===== src/rtl/video_gray2rgb_core_pkg.sv =====
// Shared types and register map for the gray-to-RGB pseudo-colour core.
package video_gray2rgb_core_pkg;

  localparam int unsigned AVS_AW = 2;
  localparam int unsigned AVS_DW = 32;

  localparam logic [AVS_AW-1:0] REG_CTRL     = AVS_AW'(0);
  localparam logic [AVS_AW-1:0] REG_PAL_IDX  = AVS_AW'(1);
  localparam logic [AVS_AW-1:0] REG_PAL_DATA = AVS_AW'(2);

  // Frame control travelling alongside every pixel of the video stream.
  typedef struct packed {
    logic sof;
    logic eof;
    logic sol;
    logic eol;
  } vga_fc_t;

endpackage


===== src/rtl/video_gray2rgb_core_palette_ram.sv =====
// Palette storage: 1 write port, 1 synchronous read port with enable, read-before-write.
module video_palette_ram #(
  parameter int unsigned DW = 12,
  parameter int unsigned AW = 4
) (
  input  logic          clk,
  input  logic          we,
  input  logic [AW-1:0] waddr,
  input  logic [DW-1:0] wdata,
  input  logic          re,
  input  logic [AW-1:0] raddr,
  output logic [DW-1:0] rdata
);

  localparam int unsigned DEPTH = 1 << AW;

  logic [DW-1:0] mem_q [DEPTH];

  // Both updates are non-blocking, so a same-address read sees the old word.
  always_ff @(posedge clk) begin
    if (we) mem_q[waddr] <= wdata;
    if (re) rdata <= mem_q[raddr];
  end

endmodule


===== src/rtl/video_gray2rgb_core.sv =====
// Pseudo-colour core: maps gray pixels to RGB through an Avalon-programmed palette.
module video_gray2rgb_core
  import video_gray2rgb_core_pkg::*;
#(
  parameter int unsigned RSIZE    = 4,
  parameter int unsigned GSIZE    = 4,
  parameter int unsigned BSIZE    = 4,
  parameter int unsigned RGB_SIZE = RSIZE + GSIZE + BSIZE,
  parameter int unsigned LUT_AW   = 4
) (
  input  logic                clk,
  input  logic                rst,
  input  logic                avs_write,
  input  logic [AVS_AW-1:0]   avs_address,
  input  logic [AVS_DW-1:0]   avs_writedata,
  input  logic                src_vld,
  output logic                src_rdy,
  input  vga_fc_t             src_fc,
  input  logic [RGB_SIZE-1:0] src_rgb,
  input  logic                snk_rdy,
  output logic                snk_vld,
  output vga_fc_t             snk_fc,
  output logic [RGB_SIZE-1:0] snk_rgb
);

  logic                bypass_q,  bypass_d;
  logic [LUT_AW-1:0]   pal_idx_q, pal_idx_d;

  logic                s1_vld_q, s1_vld_d;
  vga_fc_t             s1_fc_q,  s1_fc_d;
  logic [RGB_SIZE-1:0] s1_rgb_q, s1_rgb_d;
  logic [LUT_AW-1:0]   s1_idx_q, s1_idx_d;
  logic                s1_byp_q, s1_byp_d;

  logic                s2_vld_q, s2_vld_d;
  vga_fc_t             s2_fc_q,  s2_fc_d;
  logic [RGB_SIZE-1:0] s2_rgb_q, s2_rgb_d;
  logic                s2_byp_q, s2_byp_d;

  logic                adv1_c, adv2_c;
  logic                pal_we_c;
  logic [RGB_SIZE-1:0] pal_rdata;
  logic                unused_wdata_c;

  assign unused_wdata_c = ^avs_writedata[AVS_DW-1:RGB_SIZE];

  // Register file, handshake and pipeline next-state.
  always_comb begin
    bypass_d  = bypass_q;
    pal_idx_d = pal_idx_q;
    s1_vld_d  = s1_vld_q;
    s1_fc_d   = s1_fc_q;
    s1_rgb_d  = s1_rgb_q;
    s1_idx_d  = s1_idx_q;
    s1_byp_d  = s1_byp_q;
    s2_vld_d  = s2_vld_q;
    s2_fc_d   = s2_fc_q;
    s2_rgb_d  = s2_rgb_q;
    s2_byp_d  = s2_byp_q;

    adv2_c   = !s2_vld_q || snk_rdy;
    adv1_c   = !s1_vld_q || adv2_c;
    pal_we_c = avs_write && (avs_address == REG_PAL_DATA);

    if (avs_write) begin
      case (avs_address)
        REG_CTRL:     bypass_d  = avs_writedata[0];
        REG_PAL_IDX:  pal_idx_d = avs_writedata[LUT_AW-1:0];
        REG_PAL_DATA: pal_idx_d = pal_idx_q + LUT_AW'(1);
        default:      ;
      endcase
    end

    // Bypass is latched with the pixel so ctrl writes never touch pixels in flight.
    if (adv1_c) begin
      s1_vld_d = src_vld;
      s1_fc_d  = src_fc;
      s1_rgb_d = src_rgb;
      s1_idx_d = src_rgb[BSIZE+GSIZE-1 -: LUT_AW];
      s1_byp_d = bypass_q;
    end

    if (adv2_c) begin
      s2_vld_d = s1_vld_q;
      s2_fc_d  = s1_fc_q;
      s2_rgb_d = s1_rgb_q;
      s2_byp_d = s1_byp_q;
    end
  end

  always_ff @(posedge clk or negedge rst) begin
    if (!rst) begin
      bypass_q  <= 1'b1;
      pal_idx_q <= '0;
      s1_vld_q  <= 1'b0;
      s1_fc_q   <= '0;
      s1_rgb_q  <= '0;
      s1_idx_q  <= '0;
      s1_byp_q  <= 1'b1;
      s2_vld_q  <= 1'b0;
      s2_fc_q   <= '0;
      s2_rgb_q  <= '0;
      s2_byp_q  <= 1'b1;
    end else begin
      bypass_q  <= bypass_d;
      pal_idx_q <= pal_idx_d;
      s1_vld_q  <= s1_vld_d;
      s1_fc_q   <= s1_fc_d;
      s1_rgb_q  <= s1_rgb_d;
      s1_idx_q  <= s1_idx_d;
      s1_byp_q  <= s1_byp_d;
      s2_vld_q  <= s2_vld_d;
      s2_fc_q   <= s2_fc_d;
      s2_rgb_q  <= s2_rgb_d;
      s2_byp_q  <= s2_byp_d;
    end
  end

  // Read enable follows stage-2 advance so a stalled output keeps its colour.
  video_palette_ram #(
    .DW (RGB_SIZE),
    .AW (LUT_AW)
  ) u_palette (
    .clk   (clk),
    .we    (pal_we_c),
    .waddr (pal_idx_q),
    .wdata (avs_writedata[RGB_SIZE-1:0]),
    .re    (adv2_c),
    .raddr (s1_idx_q),
    .rdata (pal_rdata)
  );

  assign src_rdy = adv1_c;
  assign snk_vld = s2_vld_q;
  assign snk_fc  = s2_fc_q;
  assign snk_rgb = s2_byp_q ? s2_rgb_q : pal_rdata;

endmodule


===== config.mk =====
export PLATFORM = sky130hd
export DESIGN_NAME = video_gray2rgb_core
export DESIGN_NICKNAME = d
export VERILOG_FILES = /design/src/rtl/video_gray2rgb_core_pkg.sv /design/src/rtl/video_gray2rgb_core_palette_ram.sv /design/src/rtl/video_gray2rgb_core.sv
export SDC_FILE = /design/constraint.sdc
export NUM_CORES = 1
export LEC_CHECK = 0
export BUFFER_PORTS_ARGS = -buffer_cell sky130_fd_sc_hd__buf_2
export CAP_MARGIN = 5
export CORE_ASPECT_RATIO = 0.6
export CORE_MARGIN = 3
export CORE_UTILIZATION = 35
export DETAILED_ROUTE_END_ITERATION = 8
export PLACE_DENSITY_LB_ADDON = 0.08
export SLEW_MARGIN = 20
export SYNTH_ARGS = -nofsm -noshare
export SYNTH_HDL_FRONTEND = slang
export SYNTH_HIERARCHICAL = 1
export SYNTH_SLANG_ARGS = --single-unit

===== constraint.sdc =====
create_clock -name clk -period 6.49 [get_ports clk]
set_input_delay 0.9735 -clock clk [delete_from_list [all_inputs] [get_ports clk]]
set_output_delay 0.9735 -clock clk [all_outputs]
set_load 0.05 [all_outputs]

==> summary.txt <==
Timing
  • RSZ-0062 raised after global routing: false
  • Pin slew with the least headroom to its limit: 0.972 ns
  • Peak Freq: 331 MHz
  • Final setup TNS: 0 ns
  • Hold_ws: 0.477 ns
  • # setup viols final: 0
  • Slew HR: 35.2%
  • Final Critical Period: 3.02 ns
  • Slew Viols, Final: 0
  • Post-route setup slack: 3.47 ns
  • Crit share post-route: 46.5%
  • Clock skew: 0.0100 ns
  • Hold Fails Final Rpt: 0

Yosys
  • Proportion of synthesized area in mux cells: 18.3%
  • Post-Synth Simple-Gate Area: 2.63%
  • Asr flop ratio synth: 16.7%
  • Top cell type's share of synthesized area: 63.8%
  • Synth Area in Compound Gates: 2.29%
  • Xor/xnor share of the synthesized area: 0%
  • Synth cell types: 29
  • Synth area leader: edfxtp_1
  • Adder-cell share of the synthesized area: 0.391%
  • Ys flop type: edfxtp_1
  • Mapped Area: 0.00960 mm2
  • Register area share after synthesis: 74.6%
  • Net count after synthesis: 511
  • Largest family of logic cells by synthesized area: multiplexers
  • Cells after synthesis: 453
  • Synth Warn #: 6
  • Yosys reg bits: 245
  • Avg Synthesized Cell Area: 21.2 um2
  • Synth area leaders: edfxtp_1 (64%), dfrtp_1 (9.9%), mux4_2 (7.7%), mux4_1 (4.1%), mux2_2 (3.6%)
  • EDFF count, synth: 204

Place
  • PortBufs: 52
  • Dpl hpwl: 12.8 mm
  • Setup slack after placement: 3.30 ns
  • DP Cell Count: 866
  • DP Area: 0.0103 mm2
  • Placer's final routability congestion estimate: 0.763

Clocking
  • Gates resized, CTS repair: 0
  • Skew-Pair Late Insertion Delay: 0.52 ns
  • TritonCTS Sinks: 245
  • Hold buffers post-CTS: 0
  • CTS clk-pin slew, worst paths: 0.06 ns
  • H-Tree Depth: 1
  • CTS root buffer: clkbuf_16
  • Number of CTS-inserted buffers: 25
  • Clock Tree Buf Depth: 3
  • Post-CTS setup buffer count: 0
  • TritonCTS clock tree: built

Final layout
  • Final Non-Filler Cells: 911
  • ANT cells: 0
  • Nets@finish: 591
  • Post-layout instance area: 0.0111 mm2
  • Ratio of cells with drive above 1 in the final layout: 36.3%
  • Layout Utilization: 41.6%
  • Synth-to-Final Area Change: 15.9%

Floorplan
  • Core area: 0.0267 mm2
  • Die area: 0.0295 mm2
  • # IOs: 73
  • Die Span X: 220 um
  • Std cell rows: 46
  • Initial Util: 35.9%
  • Die H: 134 um

Worst hold path
  • Hold Path Class: flop to flop

Global route
  • GRT Total Usage: 14.8%
  • Largest net degree at the start of global routing: 51
  • Vias in the first global route: 4895
  • Total grt overflow: 0
  • Initial antenna violation count: 0
  • First-pass GRT wire length: 31.6 mm

Run
  • Max Cap Violations: 0

Outcome
  • Outcome: finished, final reports clean

Routing
  • First drt pass iteration count: 4
  • Drc violations: 0
  • Routed Antenna Nets: 0
  • Initial drt markers: 319
  • Drt via density: 5.00
  • DR vias: 4551
  • DR WL/cell: 23.2 um
  • Drt total wl: 21.2 mm

Power and ir drop
  • Cell Pwr Density: 330 mW/mm2
  • Maximum vdd drop: 160 uV
  • Total leakage power: 3.89 nW
  • Power Total: 3.67 mW

Critical path
  • Critical Path RT: 6.74 ns
  • Worst setup EP type: flop
  • Reg2reg setup slack: 3.47 ns
  • CP Data Arrival Time: 3.27 ns
  • Critical Path Max Stage Delay: 0.83 ns
  • Crit path kind: flop to flop
  • Crit-path max FO: 30
  • Slowest cell on crit path: dfrtp_2
  • Cell Chain, Critical Path: buf_4, mux4_1, a22oi_1, nand2_1
  • Worst setup SP type: flop
## flip-flops by register name, summed over array words and instances (netlist names)
name / count
snk_vld: 1
pal_idx_q: 4
s1_byp_q: 1
u_palette/mem_q: 192
s1_fc_q: 4
s1_rgb_q: 12
bypass_q: 1
snk_fc: 4
s2_byp_q: 1
s2_rgb_q: 12
s1_vld_q: 1
u_palette/rdata: 12
## layer usage
metal | part of all wire (%) | routed length [um] | vias up | global-route usage, %
li1 | - | - | 2018 | -
met1 | 48 | 10200 | 2417 | 23.7
met2 | 42 | 8990 | 95 | 20.9
met3 | 7.7 | 1630 | 21 | 2.99
met4 | 1.5 | 309 | 0 | 2.68
met5 | 0 | 0 | - | 0
## cells in the final DEF (no fill, tap or decap), types with 3 or more instances in the layout
master,n
buf_2,52
nand2_1,17
inv_1,3
nor2_1,13
clkbuf_1,4
mux2_4,16
mux4_1,15
mux2_2,31
nor3_2,4
buf_4,21
clkinv_1,5
ha_1,3
nand3_1,3
clkinv_2,4
nand2b_1,3
mux4_2,33
mux2i_1,3
clkbuf_16,25
dfrtp_1,36
o21ai_0,3
a22oi_1,24
nand3b_1,3
edfxtp_1,204
dfstp_2,3
## report_power, final
| group | internal, mW | switching, mW |
|---|---|---|
| Sequential | 1.78 | 0.0576 |
| Clock | 0.808 | 0.583 |
| Combinational | 0.170 | 0.271 |
## synthesized netlist by cell type (4+ instances only)
master	instances
mux2_2	31
mux2_4	16
nor2_1	13
dfrtp_1	38
edfxtp_1	204
buf_2	6
buf_6	4
nand2b_1	4
nor3_1	6
mux4_1	15
nand2_1	17
clkbuf_1	7
a22oi_1	24
mux4_2	33
## cell type report
class                      instances  area, um2
inverter                           3       11.3
clock inverter                    14        123
tap                              360        450
fill                            2407      15600
clock buffer                      31        668
timing repair buffer              73        418
multi-input combinational        185       2290
sequential                       245       7160
## critical path: cells and delay by family, from the launching register on
kind                   cells  cell delay, ns
buffers and inverters      1            0.59
AND/OR/NAND/NOR            1            0.12
AO/OA/AOI/OAI              1            0.51
multiplexers               1            0.64
flip-flops                 1            0.83
## final timing paths
kind,from,endpoint,cells past startpoint
worst max-delay path,s1_rgb_q[4],u_palette/rdata[3],4
worst min-delay path,s1_vld_q,snk_vld,1
worst max register to register,s1_rgb_q[4],u_palette/rdata[3],4
worst min register to register,s1_vld_q,snk_vld,1
max in group asynchronous,rst,s1_rgb_q[4],1
min in group asynchronous,rst,s1_rgb_q[9],1
## logic make-up after synthesis
group | count (synthesis)
mux | 98
compound gates | 31
fa+ha+maj | 3
simple gates | 53
flops | 245
buf+inv | 23
Power figures use the tool's default switching activity.
